## src/rtl/ram_block_mover_pkg.sv

```systemverilog
// Shared definitions for the RAM block mover.
// Holds the controller state encoding and the default address/data widths.
package ram_block_mover_pkg;

  localparam int AW_DEFAULT = 16;
  localparam int DW_DEFAULT = 24;

  typedef enum logic [2:0] {
    IDLE = 3'd0,
    RD   = 3'd1,
    CAP  = 3'd2,
    WR   = 3'd3,
    FILL = 3'd4,
    FIN  = 3'd5
  } state_t;

endpackage

```

## src/rtl/ram_addr_gen.sv

```systemverilog
// Address/count generator for the RAM block mover.
// Holds the source pointer, destination pointer and remaining word count.
// Ports:
//   clk, rst_n         clock and synchronous active-low reset
//   load               take src_in/dst_in/len_in as the new command
//   step_src           advance the source pointer by one (wraps mod 2^AW)
//   step_dst           advance the destination pointer and decrement the count
//   src_in/dst_in/len_in  command values captured on load
//   src_next/dst_next  pointer values that will be current next cycle
//   remaining          current remaining word count
module ram_addr_gen #(
  parameter int AW = 16
) (
  input  logic          clk,
  input  logic          rst_n,
  input  logic          load,
  input  logic          step_src,
  input  logic          step_dst,
  input  logic [AW-1:0] src_in,
  input  logic [AW-1:0] dst_in,
  input  logic [AW-1:0] len_in,
  output logic [AW-1:0] src_next,
  output logic [AW-1:0] dst_next,
  output logic [AW-1:0] remaining
);

  logic [AW-1:0] src_reg;
  logic [AW-1:0] dst_reg;
  logic [AW-1:0] cnt_reg;
  logic [AW-1:0] cnt_next;

  // Next values are exported so the owner can register its RAM address
  // outputs one cycle ahead and still present the pointer of the cycle.
  always_comb begin
    src_next = src_reg;
    dst_next = dst_reg;
    cnt_next = cnt_reg;
    if (load) begin
      src_next = src_in;
      dst_next = dst_in;
      cnt_next = len_in;
    end else begin
      if (step_src) begin
        src_next = src_reg + 1'b1;
      end
      if (step_dst) begin
        dst_next = dst_reg + 1'b1;
        cnt_next = cnt_reg - 1'b1;
      end
    end
  end

  always_ff @(posedge clk) begin
    if (!rst_n) begin
      src_reg <= '0;
      dst_reg <= '0;
      cnt_reg <= '0;
    end else begin
      src_reg <= src_next;
      dst_reg <= dst_next;
      cnt_reg <= cnt_next;
    end
  end

  assign remaining = cnt_reg;

endmodule

```

## src/rtl/ram_block_mover.sv

```systemverilog
// RAM block mover: copies LEN words from SRC to DST (3 cycles/word) or fills
// LEN words at DST with PATTERN (1 cycle/word) over a single-port RAM with
// one-cycle read latency.
// Ports:
//   CK, RST_N          clock and synchronous active-low reset
//   START, MODE        command strobe (IDLE only); 0 = copy, 1 = fill
//   SRC, DST, LEN      source base, destination base, word count (0 = no-op)
//   PATTERN            fill value
//   BUSY, DONE         busy status; one-cycle completion pulse
//   RAM_A/WE/OE/D      registered RAM address, write enable, output enable, data
//   RAM_Q              RAM read data, valid the cycle after an OE address
module ram_block_mover
  import ram_block_mover_pkg::*;
#(
  parameter int AW = AW_DEFAULT,
  parameter int DW = DW_DEFAULT
) (
  input  logic          CK,
  input  logic          RST_N,
  input  logic          START,
  input  logic          MODE,
  input  logic [AW-1:0] SRC,
  input  logic [AW-1:0] DST,
  input  logic [AW-1:0] LEN,
  input  logic [DW-1:0] PATTERN,
  output logic          BUSY,
  output logic          DONE,
  output logic [AW-1:0] RAM_A,
  output logic          RAM_WE,
  output logic          RAM_OE,
  output logic [DW-1:0] RAM_D,
  input  logic [DW-1:0] RAM_Q
);

  state_t        state_reg, state_next;
  logic          mode_reg, mode_next;
  logic [DW-1:0] pattern_reg, pattern_next;
  logic [DW-1:0] buffer_reg, buffer_next;

  logic          load, step_src, step_dst;
  logic [AW-1:0] src_next, dst_next, remaining;

  logic          busy_reg, busy_next;
  logic          done_reg, done_next;
  logic [AW-1:0] ram_a_reg, ram_a_next;
  logic          ram_we_reg, ram_we_next;
  logic          ram_oe_reg, ram_oe_next;
  logic [DW-1:0] ram_d_reg, ram_d_next;

  ram_addr_gen #(.AW(AW)) u_addr_gen (
    .clk       (CK),
    .rst_n     (RST_N),
    .load      (load),
    .step_src  (step_src),
    .step_dst  (step_dst),
    .src_in    (SRC),
    .dst_in    (DST),
    .len_in    (LEN),
    .src_next  (src_next),
    .dst_next  (dst_next),
    .remaining (remaining)
  );

  // Next-state and datapath control.
  always_comb begin
    state_next   = state_reg;
    mode_next    = mode_reg;
    pattern_next = pattern_reg;
    buffer_next  = buffer_reg;
    load         = 1'b0;
    step_src     = 1'b0;
    step_dst     = 1'b0;
    case (state_reg)
      IDLE: begin
        if (START) begin
          load         = 1'b1;
          mode_next    = MODE;
          pattern_next = PATTERN;
          if (LEN == '0)  state_next = FIN;
          else if (MODE)  state_next = FILL;
          else            state_next = RD;
        end
      end
      RD:  state_next = CAP;
      CAP: begin
        buffer_next = RAM_Q;
        state_next  = WR;
      end
      WR: begin
        step_src   = !mode_reg;
        step_dst   = 1'b1;
        // Count is still pre-decrement here, so 1 means this was the last word.
        state_next = (remaining == AW'(1)) ? FIN : RD;
      end
      FILL: begin
        step_dst   = 1'b1;
        state_next = (remaining == AW'(1)) ? FIN : FILL;
      end
      FIN:     state_next = IDLE;
      default: state_next = IDLE;
    endcase
  end

  // RAM-side outputs are registered, so they are derived from the state and
  // pointers of the coming cycle.
  always_comb begin
    ram_a_next  = '0;
    ram_we_next = 1'b0;
    ram_oe_next = 1'b0;
    ram_d_next  = '0;
    busy_next   = (state_next != IDLE);
    done_next   = (state_next == FIN);
    case (state_next)
      RD, CAP: begin
        ram_a_next  = src_next;
        ram_oe_next = 1'b1;
      end
      WR: begin
        ram_a_next  = dst_next;
        ram_we_next = 1'b1;
        ram_d_next  = buffer_next;
      end
      FILL: begin
        ram_a_next  = dst_next;
        ram_we_next = 1'b1;
        ram_d_next  = pattern_next;
      end
      default: ;
    endcase
  end

  always_ff @(posedge CK) begin
    if (!RST_N) begin
      state_reg   <= IDLE;
      mode_reg    <= 1'b0;
      pattern_reg <= '0;
      buffer_reg  <= '0;
      busy_reg    <= 1'b0;
      done_reg    <= 1'b0;
      ram_a_reg   <= '0;
      ram_we_reg  <= 1'b0;
      ram_oe_reg  <= 1'b0;
      ram_d_reg   <= '0;
    end else begin
      state_reg   <= state_next;
      mode_reg    <= mode_next;
      pattern_reg <= pattern_next;
      buffer_reg  <= buffer_next;
      busy_reg    <= busy_next;
      done_reg    <= done_next;
      ram_a_reg   <= ram_a_next;
      ram_we_reg  <= ram_we_next;
      ram_oe_reg  <= ram_oe_next;
      ram_d_reg   <= ram_d_next;
    end
  end

  assign BUSY   = busy_reg;
  assign DONE   = done_reg;
  assign RAM_A  = ram_a_reg;
  assign RAM_WE = ram_we_reg;
  assign RAM_OE = ram_oe_reg;
  assign RAM_D  = ram_d_reg;

endmodule

```

## config.mk

```make
export PLATFORM = sky130hd
export DESIGN_NAME = ram_block_mover
export DESIGN_NICKNAME = d
export VERILOG_FILES = /design/src/rtl/ram_block_mover_pkg.sv /design/src/rtl/ram_addr_gen.sv /design/src/rtl/ram_block_mover.sv
export SDC_FILE = /design/constraint.sdc
export NUM_CORES = 1
export LEC_CHECK = 0
export CAP_MARGIN = 20
export CORE_ASPECT_RATIO = 0.6
export CORE_MARGIN = 10
export CORE_UTILIZATION = 30
export CTS_CLUSTER_SIZE = 25
export DETAILED_ROUTE_END_ITERATION = 10
export PLACE_DENSITY_LB_ADDON = 0.15
export SETUP_SLACK_MARGIN = 0.5
export SLEW_MARGIN = 20
export SYNTH_ARGS = -nofsm -noshare
export SYNTH_HDL_FRONTEND = slang
export SYNTH_SLANG_ARGS = --single-unit
```

## constraint.sdc

```tcl
create_clock -name CK -period 6.67 [get_ports CK]
set_input_delay 1.334 -clock CK [delete_from_list [all_inputs] [get_ports CK]]
set_output_delay 1.334 -clock CK [all_outputs]
set_load 0.03 [all_outputs]
```

Yosys cells after proc, flatten, opt, wreduce, memory -nomap -nowiden
Index checks and enable logic that the tools add are counted.
{"block": "word_totals", "inputBits": 100, "output_inout_bits": 44, "regBits": 144}
{"block": "op_classes", "eq_ne": 10, "addsub": 3, "mux": 23, "n_reduce_logical": 9}
{"op": "$mux 16", "n": 6}
{"op": "$mux 24", "n": 3}
{"op": "$pmux 24 s2", "n": 1}
{"op": "$add 16x1->16 const B", "n": 2}
{"op": "$pmux 16 s2", "n": 1}
{"op": "$eq 16x1->1 const B", "n": 1}
{"op": "$logic_not 16->1", "n": 1}
{"op": "$sub 16x1->16 const B", "n": 1}
{"op": "$pmux 3 s5", "n": 1}
{"op": "$eq 3x2->1 const B", "n": 4}
{"op": "$mux 3", "n": 4}
{"op": "$eq 3x3->1 const B", "n": 3}
{"op": "$mux 1", "n": 7}
{"op": "$eq 3x1->1 const B", "n": 2}
{"op": "$reduce_or 2->1", "n": 3}
{"op": "$logic_not 3->1", "n": 1}
{"op": "$reduce_bool 3->1", "n": 1}
{"op": "$reduce_and 2->1", "n": 1}
{"op": "$reduce_bool 2->1", "n": 1}
{"op": "$logic_not 1->1", "n": 1}

Longest topological paths before layout
Gate-level depths: netlist of the first run.
{"block": "depth", "depth_word": 7, "ltp_mapped": 9, "depth_no_buf": 7}

Modules after synthesis
A second synthesis of the first run with hierarchy kept.
{"block": "hier_totals", "cells_unflattened": 695, "hier_area_um2": 6125.9}
{"module": "ram_block_mover", "cells_per_inst": 348, "area_each_um2": 3405.8, "n_inst": 1, "seq_area_each_um2": 1921.8}
{"module": "ram_addr_gen", "cells_per_inst": 347, "area_each_um2": 2720.1, "n_inst": 1, "seq_area_each_um2": 960.9}

Least setup slack after synthesis of the first run
Ideal clock, no wire load.
{"block": "synth_path", "kind": "input to register", "start": "input port START", "end": "register u_addr_gen.cnt_reg[4] (netlist: u_addr_gen.remaining[4])", "setup_time_ns": 0.128, "stages": 7, "t_required_ns": 6.542, "path_slack_ns": 3.744, "arrival_time_ns": 2.798, "path_cell_list": "or4b_2 clkbuf_1 clkbuf_1 nand3_1 o21ai_0 a221oi_1 nor2_1"}
{"block": "synth_between", "elab_chain_len": 3, "elab_cells_between_ends": 4, "cone_classes": "mux (3); reduce/logical (1)"}
{"item": "start: declaration", "line": "ram_block_mover.sv:20", "source": "input logic START,"}
{"item": "$mux 1 *", "line": "ram_block_mover.sv:75", "source": "if (START) begin"}
{"item": "$mux 1 *", "line": "ram_block_mover.sv:73", "source": "case (state_reg)"}
{"item": "$mux 16 or $reduce_bool 2->1 (tied branches)"}
{"item": "end signal: assignment", "line": "ram_addr_gen.sv:61", "source": "cnt_reg <= cnt_next;"}
{"item": "end: declaration", "line": "ram_addr_gen.sv:29", "source": "logic [AW-1:0] cnt_reg;"}
Mark *: on every way between the ends. The rest lies on a longest branch, timed or not.
A chain may end at the register's enable or synchronous reset.

Worst setup path after layout of the first run
{"block": "layout_path", "start": "input port START", "end": "register ram_a_reg[11] (netlist: RAM_A[11])"}
{"block": "layout_between", "elab_chain_len": 5, "elab_cells_between_ends": 13, "cone_classes": "eq/ne (4); mux (7); reduce/logical (2)"}
{"item": "$mux 3", "line": "ram_block_mover.sv:75"}
{"item": "$pmux 3 s5", "line": "ram_block_mover.sv:73"}
{"item": "$eq 3x3->1, or another cell as far along", "line": "ram_block_mover.sv:113", "source": "case (state_next)"}
{"item": "$reduce_or 2->1 (on tied branches)"}
{"item": "$pmux 16 s2 *", "line": "ram_block_mover.sv:113"}
{"item": "end signal: assignment", "line": "ram_block_mover.sv:151", "source": "ram_a_reg <= ram_a_next;"}
{"item": "end: declaration", "line": "ram_block_mover.sv:45", "source": "logic [AW-1:0] ram_a_reg, ram_a_next;"}
Marked as above.

==> metrics.md, run 1 <==
| Metric | Value |
|---|---|
| Top_reg_cell synth | `dfxtp_1` |
| Placed insts | `895` |
| Final period util | `0.520` |
| Initial DRC count | `325` |
| Post-synth EDFFs | `0` |
| Number of setup buffers added after CTS | `0` |
| IO Pins | `~140` |
| Initial antenna violation count | `0` |
| Pint | `1520 uW` |
| Count leader, synth | `dfxtp_1` |
| Ys Warns | `0` |
| Wire per inst | `18.6 um` |
| Worst path required time | `7.02 ns` |
| Residual DRC count | `0` |
| Synth top area share | `0.476` |
| CP max FO | `101` |
| CTS resizes | `0` |
| Worst VDD drop | `around 0.00013 V` |
| Largest net degree at the start of global routing | `approximately 100` |
| Post-synthesis average cell area | `roughly 9 sq um` |
| Port bufs | `143` |
| CTS Buf Count | `17` |
| Synth top cells by count | `dfxtp_1, nand2_1, a21oi_1, o21ai_0, a22o_1` |
| Final nets | `790` |
| Die Area | `22600 sq um` |
| Vias in the first global route | `4733` |
| Clock slew at reported path FFs | `0.06 ns` |
| Max Cap Viol | `0` |
| Status | `finished clean` |
| P_sw | `641 uW` |
| Synth area leaders | `dfxtp_1, a22o_1, a21oi_1` |
| CTS tree | `built` |
| Starting Density | `0.309` |
| Worst slew pin tran | `1.08 ns` |
| Routed Antenna Nets | `0` |
| Seq pwr share | `0.390` |
| Clock Tree Buf Depth | `2` |
| Cell row count | `36` |
| Logic gate share of total power | `0.193` |
| Switching Fraction | `0.296` |
| Core area | `~16000 sq um` |
| Asr flop ratio synth | `0` |
| CTS root buf | `clkbuf_16` |
| Post-DP HPWL | `12.3 mm` |
| First-pass GRT wire length | `roughly 27 mm` |
| CP startpoint kind | `primary input` |
| Slew Limit Headroom | `0.282` |
| Final WL | `between 15 and 20 mm` |
| RSZ-0062 raised after global routing | `false` |
| Syn Std Cell Area | `5040 sq um` |
| PwrDens | `approximately 300 nW/um^2` |
| Diode count | `0` |
| Hold Vio Cnt, Final | `0` |
| Clock skew | `~0.0086 ns` |
| Largest stage delay, worst path | `0.90 ns` |
| # clock sinks | `120` |
| Vias per cell | `5.16` |
| Post-route insts no fill | `927` |
| Clk network pwr share | `0.417` |
| Leak Pwr | `0.00254 uW` |
| Syn_nets | `663` |
| Register bit total from synthesis | `120` |
| Clock Latency Late Sink | `0.41 ns` |
| Area grow syn2layout | `43.4%` |
| CP top delay family | `simple AND/OR/NAND/NOR gates` |
| Unique masters post-synth | `62` |
| CTS Hold Buffers Added | `0` |
| Crit. End Element | `flip-flop` |
| Critical path buffer and inverter count | `1` |
| First-pass DRT Iterations | `4` |
| # setup viols final | `0` |
| Hold WC Path Type | `flip-flop to flip-flop` |
| Die X | `187 um` |
| Remaining Overflow, GRT | `0` |
| Achievable frequency | `0.288 GHz` |
| TNS Setup | `0 ns` |
| Share of cells above drive strength 1 | `0.0730` |
| Die Y | `120 um` |
| CTS H-tree depth | `4` |
| CP Class | `primary input to flip-flop` |
| Fin. max-slew vios | `0` |
| Yosys top cell by area | `dfxtp_1` |
| GRT Total Usage | `0.148` |
| Placer congestion estimate | `~0.8` |
| Crit path max-delay cell type | `or4b_4` |
| Critical Path AT | `~3.8 ns` |
| Crit-path cells | `clkdlybuf4s50_1 > or4b_4 > and2_0 > and4_1 > nor3_1 > a22o_1` |
| Sequential-to-total area share from yosys stat | `0.476` |
| Cells after synthesis | `between 500 and 600` |
| Via Count | `4785` |
| Min Tclk post-route | `3.47 ns` |
-- path summary, 6_finish.rpt --
path                                      start  cells after the start  slack, ns               to
worst max register to register     state_reg[2]                      5       4.06        RAM_A[12]
worst min-delay path            pattern_reg[14]                      2       0.47  pattern_reg[14]
worst max-delay path                      START                      6       3.20        RAM_A[11]
worst min register to register  pattern_reg[14]                      2       0.47  pattern_reg[14]
-- cells in the final DEF (no fill, tap or decap), types with 9 or more instances in the layout --
| cell | count |
|---|---|
| a21oi_1 | 50 |
| a22o_1 | 38 |
| a31oi_1 | 13 |
| clkbuf_16 | 17 |
| clkdlybuf4s50_1 | 143 |
| dfxtp_1 | 120 |
| nand2_1 | 65 |
| nand3_1 | 16 |
| nor2_1 | 23 |
| o21ai_0 | 39 |
| or3_1 | 9 |
| or4_1 | 9 |
| xor2_1 | 9 |
-- stage by stage --
step | power [uW] | utilization | cell area [sq um] | worst slack, ns | hold WS [ns]
floorplan | 1100 | - | 5040 | 3.74 | 0.438
global placement | 1270 | 0.406 | 6640 | 2.74 | 0.448
detailed placement | 1270 | 0.407 | 6650 | 2.81 | 0.457
CTS | 2180 | 0.442 | 7230 | 3.25 | 0.464
global route | 2260 | 0.442 | 7230 | 3.08 | 0.484
finish | 2160 | 0.442 | 7230 | 3.20 | 0.466
-- kinds of logic (layout without fill, tap and decap cells) --
| group | after synthesis | count (layout) | share of synthesized area |
|---|---|---|---|
| AO/OA/AOI/OAI | 188 | 188 | 0.250 |
| XOR/XNOR | 17 | 17 | 0.0295 |
| adder cells (fa/ha/maj) | 4 | 4 | 0.00992 |
| buffers and inverters | 46 | 186 | 0.0379 |
| flip-flops | 120 | 120 | 0.476 |
| multiplexers | 1 | 1 | 0.00198 |
| AND/OR/NAND/NOR | 183 | 183 | 0.194 |
-- power by group through the flow --
stage                     Clock [uW]  Combinational, uW  Sequential (uW)
final                            903                418              843
after global routing             949                456              852
after CTS                        914                421              842
after detailed placement           0                418              857
after global placement             0                412              855
after floorplan                    0                207              888
-- final cells by class --
| type | instances | area [sq um] |
|---|---|---|
| Fill cell | 1604 | 9120 |
| Multi-Input combinational cell | 393 | 2470 |
| Sequential cell | 120 | 2400 |
| Timing Repair Buffer | 147 | 1470 |
| Clock buffer | 17 | 425 |
| Tap cell | 228 | 285 |
| Clock inverter | 15 | 154 |
| Inverter | 7 | 26.3 |
-- metal layers --
| metal | track usage | share of wire | vias up |
|---|---|---|---|
| met4 | 0.0338 | 0.0090 | 0 |
| met3 | 0.0416 | 0.059 | 15 |
| met2 | 0.209 | 0.41 | 160 |
| li1 | - | - | 2340 |
| met5 | 0 | 0 | - |
| met1 | 0.217 | 0.52 | 2270 |
-- worst min-delay path, delay by kind of cell (launching register included) --
family,cells,cell delay (ns)
compound gates,1,0.07
simple gates,1,0.05
flops,1,0.30
No activity file was read; power rests on OpenSTA's default activity.
==> run 2, diff against run 1 <==
==> constraint.sdc (replaced) <==
create_clock -name CK -period 3.1 [get_ports CK]
set_input_delay 0.62 -clock CK [delete_from_list [all_inputs] [get_ports CK]]
set_output_delay 0.62 -clock CK [all_outputs]
set_load 0.03 [all_outputs]
==> run 2 against run 1 <==
Global-route usage rose by 0.26 points. Clock-buffer cell count grew 2. Register-to-register slack lost 3.4 ns. Via count is 0.40% higher. Largest cell class unchanged. Largest power group unchanged.
==> metrics.md, run 2 (synthesized netlist as in run 1, its figures left out) <==
| Metric | Value |
|---|---|
| Hold WC Path Type | `flip-flop to flip-flop` |
| Setup crit start | `START` |
| PwrDens | `668 nW/um^2` |
| Post-DP HPWL | `~13 mm` |
| CTS Buf Count | `17` |
| Hold depth | `2` |
| CTS root buf | `clkbuf_16` |
| Die Y | `~120 um` |
| Post-route insts no fill | `about 940` |
| Final period util | `0.778` |
| Crit path max-delay cell type | `or4b_4` |
| Residual DRC count | `0` |
| Hold Vio Cnt, Final | `0` |
| Clock slew at reported path FFs | `around 0.060 ns` |
| # clock sinks | `120` |
| Leak Pwr | `0.00264 uW` |
| Vias per cell | `approximately 5` |
| Area grow syn2layout | `46.5%` |
| Vias in the first global route | `about 5000` |
| Commonest non-fill, non-tap cells in the layout | `clkdlybuf4s50_1, dfxtp_1, nand2_1` |
| Final nets | `802` |
| CP top delay family | `simple AND/OR/NAND/NOR gates` |
| Critical path buffer and inverter count | `1` |
| Clock skew | `0.0132 ns` |
| Core area | `16400 sq um` |
| Port bufs | `~140` |
| Max Cap Viol | `0` |
| Placer congestion estimate | `0.824` |
| Pwr Total | `4940 uW` |
| Worst slew pin tran | `roughly 0.65 ns` |
| Reg2Reg Depth | `5` |
| CTS tree | `built` |
| CP max FO | `46` |
| Most common cell after layout, fill and taps aside | `clkdlybuf4s50_1` |
| Wire per inst | `18.5 um` |
| Hold endpoint | `pattern_reg[1]` |
| RSZ-0062 raised after global routing | `false` |
| Crit. End Element | `flip-flop` |
| Achievable frequency | `roughly 0.41 GHz` |
| RR Endpoint | `RAM_A[6]` |
| Die Area | `roughly 23000 sq um` |
| Worst path required time | `3.45 ns` |
| Slew Limit Headroom | `0.565` |
| Final WL | `17.4 mm` |
| Largest net degree at the start of global routing | `47` |
| Cell row count | `36` |
| First-pass DRT Iterations | `5` |
| Crit-path cells | `clkdlybuf4s50_1 > or4b_4 > and2_0 > and4_1 > nor3_1 > a22o_1` |
| Initial antenna violation count | `0` |
| Remaining Overflow, GRT | `0` |
| First-pass GRT wire length | `27.3 mm` |
| Clock Latency Late Sink | `about 0.4 ns` |
| Via Count | `4804` |
| Worst hold start | `pattern_reg[1]` |
| Status | `finished clean` |
| Diode count | `0` |
| TNS Setup | `0 ns` |
| R2R setup slack | `0.69 ns` |
| Critical Path AT | `2.76 ns` |
| CTS resizes | `0` |
| Placed insts | `907` |
| # setup viols final | `0` |
| Fin. max-slew vios | `0` |
| Number of setup buffers added after CTS | `0` |
| CP Class | `primary input to flip-flop` |
| GRT Total Usage | `0.151` |
| Die X | `approximately 190 um` |
| Worst VDD drop | `0.000318 V` |
| CTS Hold Buffers Added | `0` |
| Routed Antenna Nets | `0` |
| Initial DRC count | `290` |
| Share of cells above drive strength 1 | `0.0858` |
| Min Tclk post-route | `roughly 2.4 ns` |
| Clock Tree Buf Depth | `2` |
| Starting Density | `0.309` |
| CTS H-tree depth | `4` |
| CP startpoint kind | `primary input` |
| Largest stage delay, worst path | `0.72 ns` |
| Critical R2R Launch | `state_reg[1]` |
| IO Pins | `144` |
[run 2: cell count changes in the layout (fill, tap and decap cells not counted), moves of 2 or more]
cell        change
buf_4          +13
bufinv_16       +3
clkinv_2        -3
clkinvlp_4      -3
inv_6           +2
[run 2: worst max path at each step]
stage	cells after the start	to	slack [ns]
5_1_grt	5	RAM_A[12]	0.58
3_5_place_dp	6	RAM_A[11]	0.29
4_1_cts	6	RAM_A[11]	0.72
6_report	6	RAM_A[11]	0.69
2_1_floorplan	7	u_addr_gen.remaining[4]	0.89
3_3_place_gp	6	RAM_A[11]	0.32
[run 2: final cells by class]
class	count	area [sq um]
clock buffers	19	443
flip-flops and latches	120	2400
clock inverters	13	215
multi-input cells	393	2470
fillers	1566	8960
well taps	228	285
inverters	7	26.3
repair buffers	159	1550
[run 2: report_power, final]
group	internal, uW	leakage [uW]	switching (uW)
Sequential	1700	0.000986	110
Combinational	406	0.00134	508
Clock	1460	0.000319	752
[run 2: metrics by stage]
step                worst slack [ns]  cell area, sq um   util  hold slack (ns)
finish                         0.689              7390  0.452            0.461
global route                   0.583              7390  0.452            0.490
CTS                            0.721              7390  0.452            0.461
detailed placement             0.289              6730  0.412            0.453
global placement               0.322              6730  0.412            0.446
floorplan                      0.888              5040      -            0.438
[run 2: worst reg2reg max path: stages (launching register included)]
cell and delay [ns]:
dfxtp_1 0.46, or3b_1 0.63, a21o_1 0.32, or3_1 0.37, a31oi_1 0.36, a22o_1 0.22
[run 2: metal layers]
layer | track usage | routed length [um]
met1 | 0.213 | 9150
met2 | 0.214 | 7120
met3 | 0.0476 | 1020
met4 | 0.0448 | 130
met5 | 0 | 0
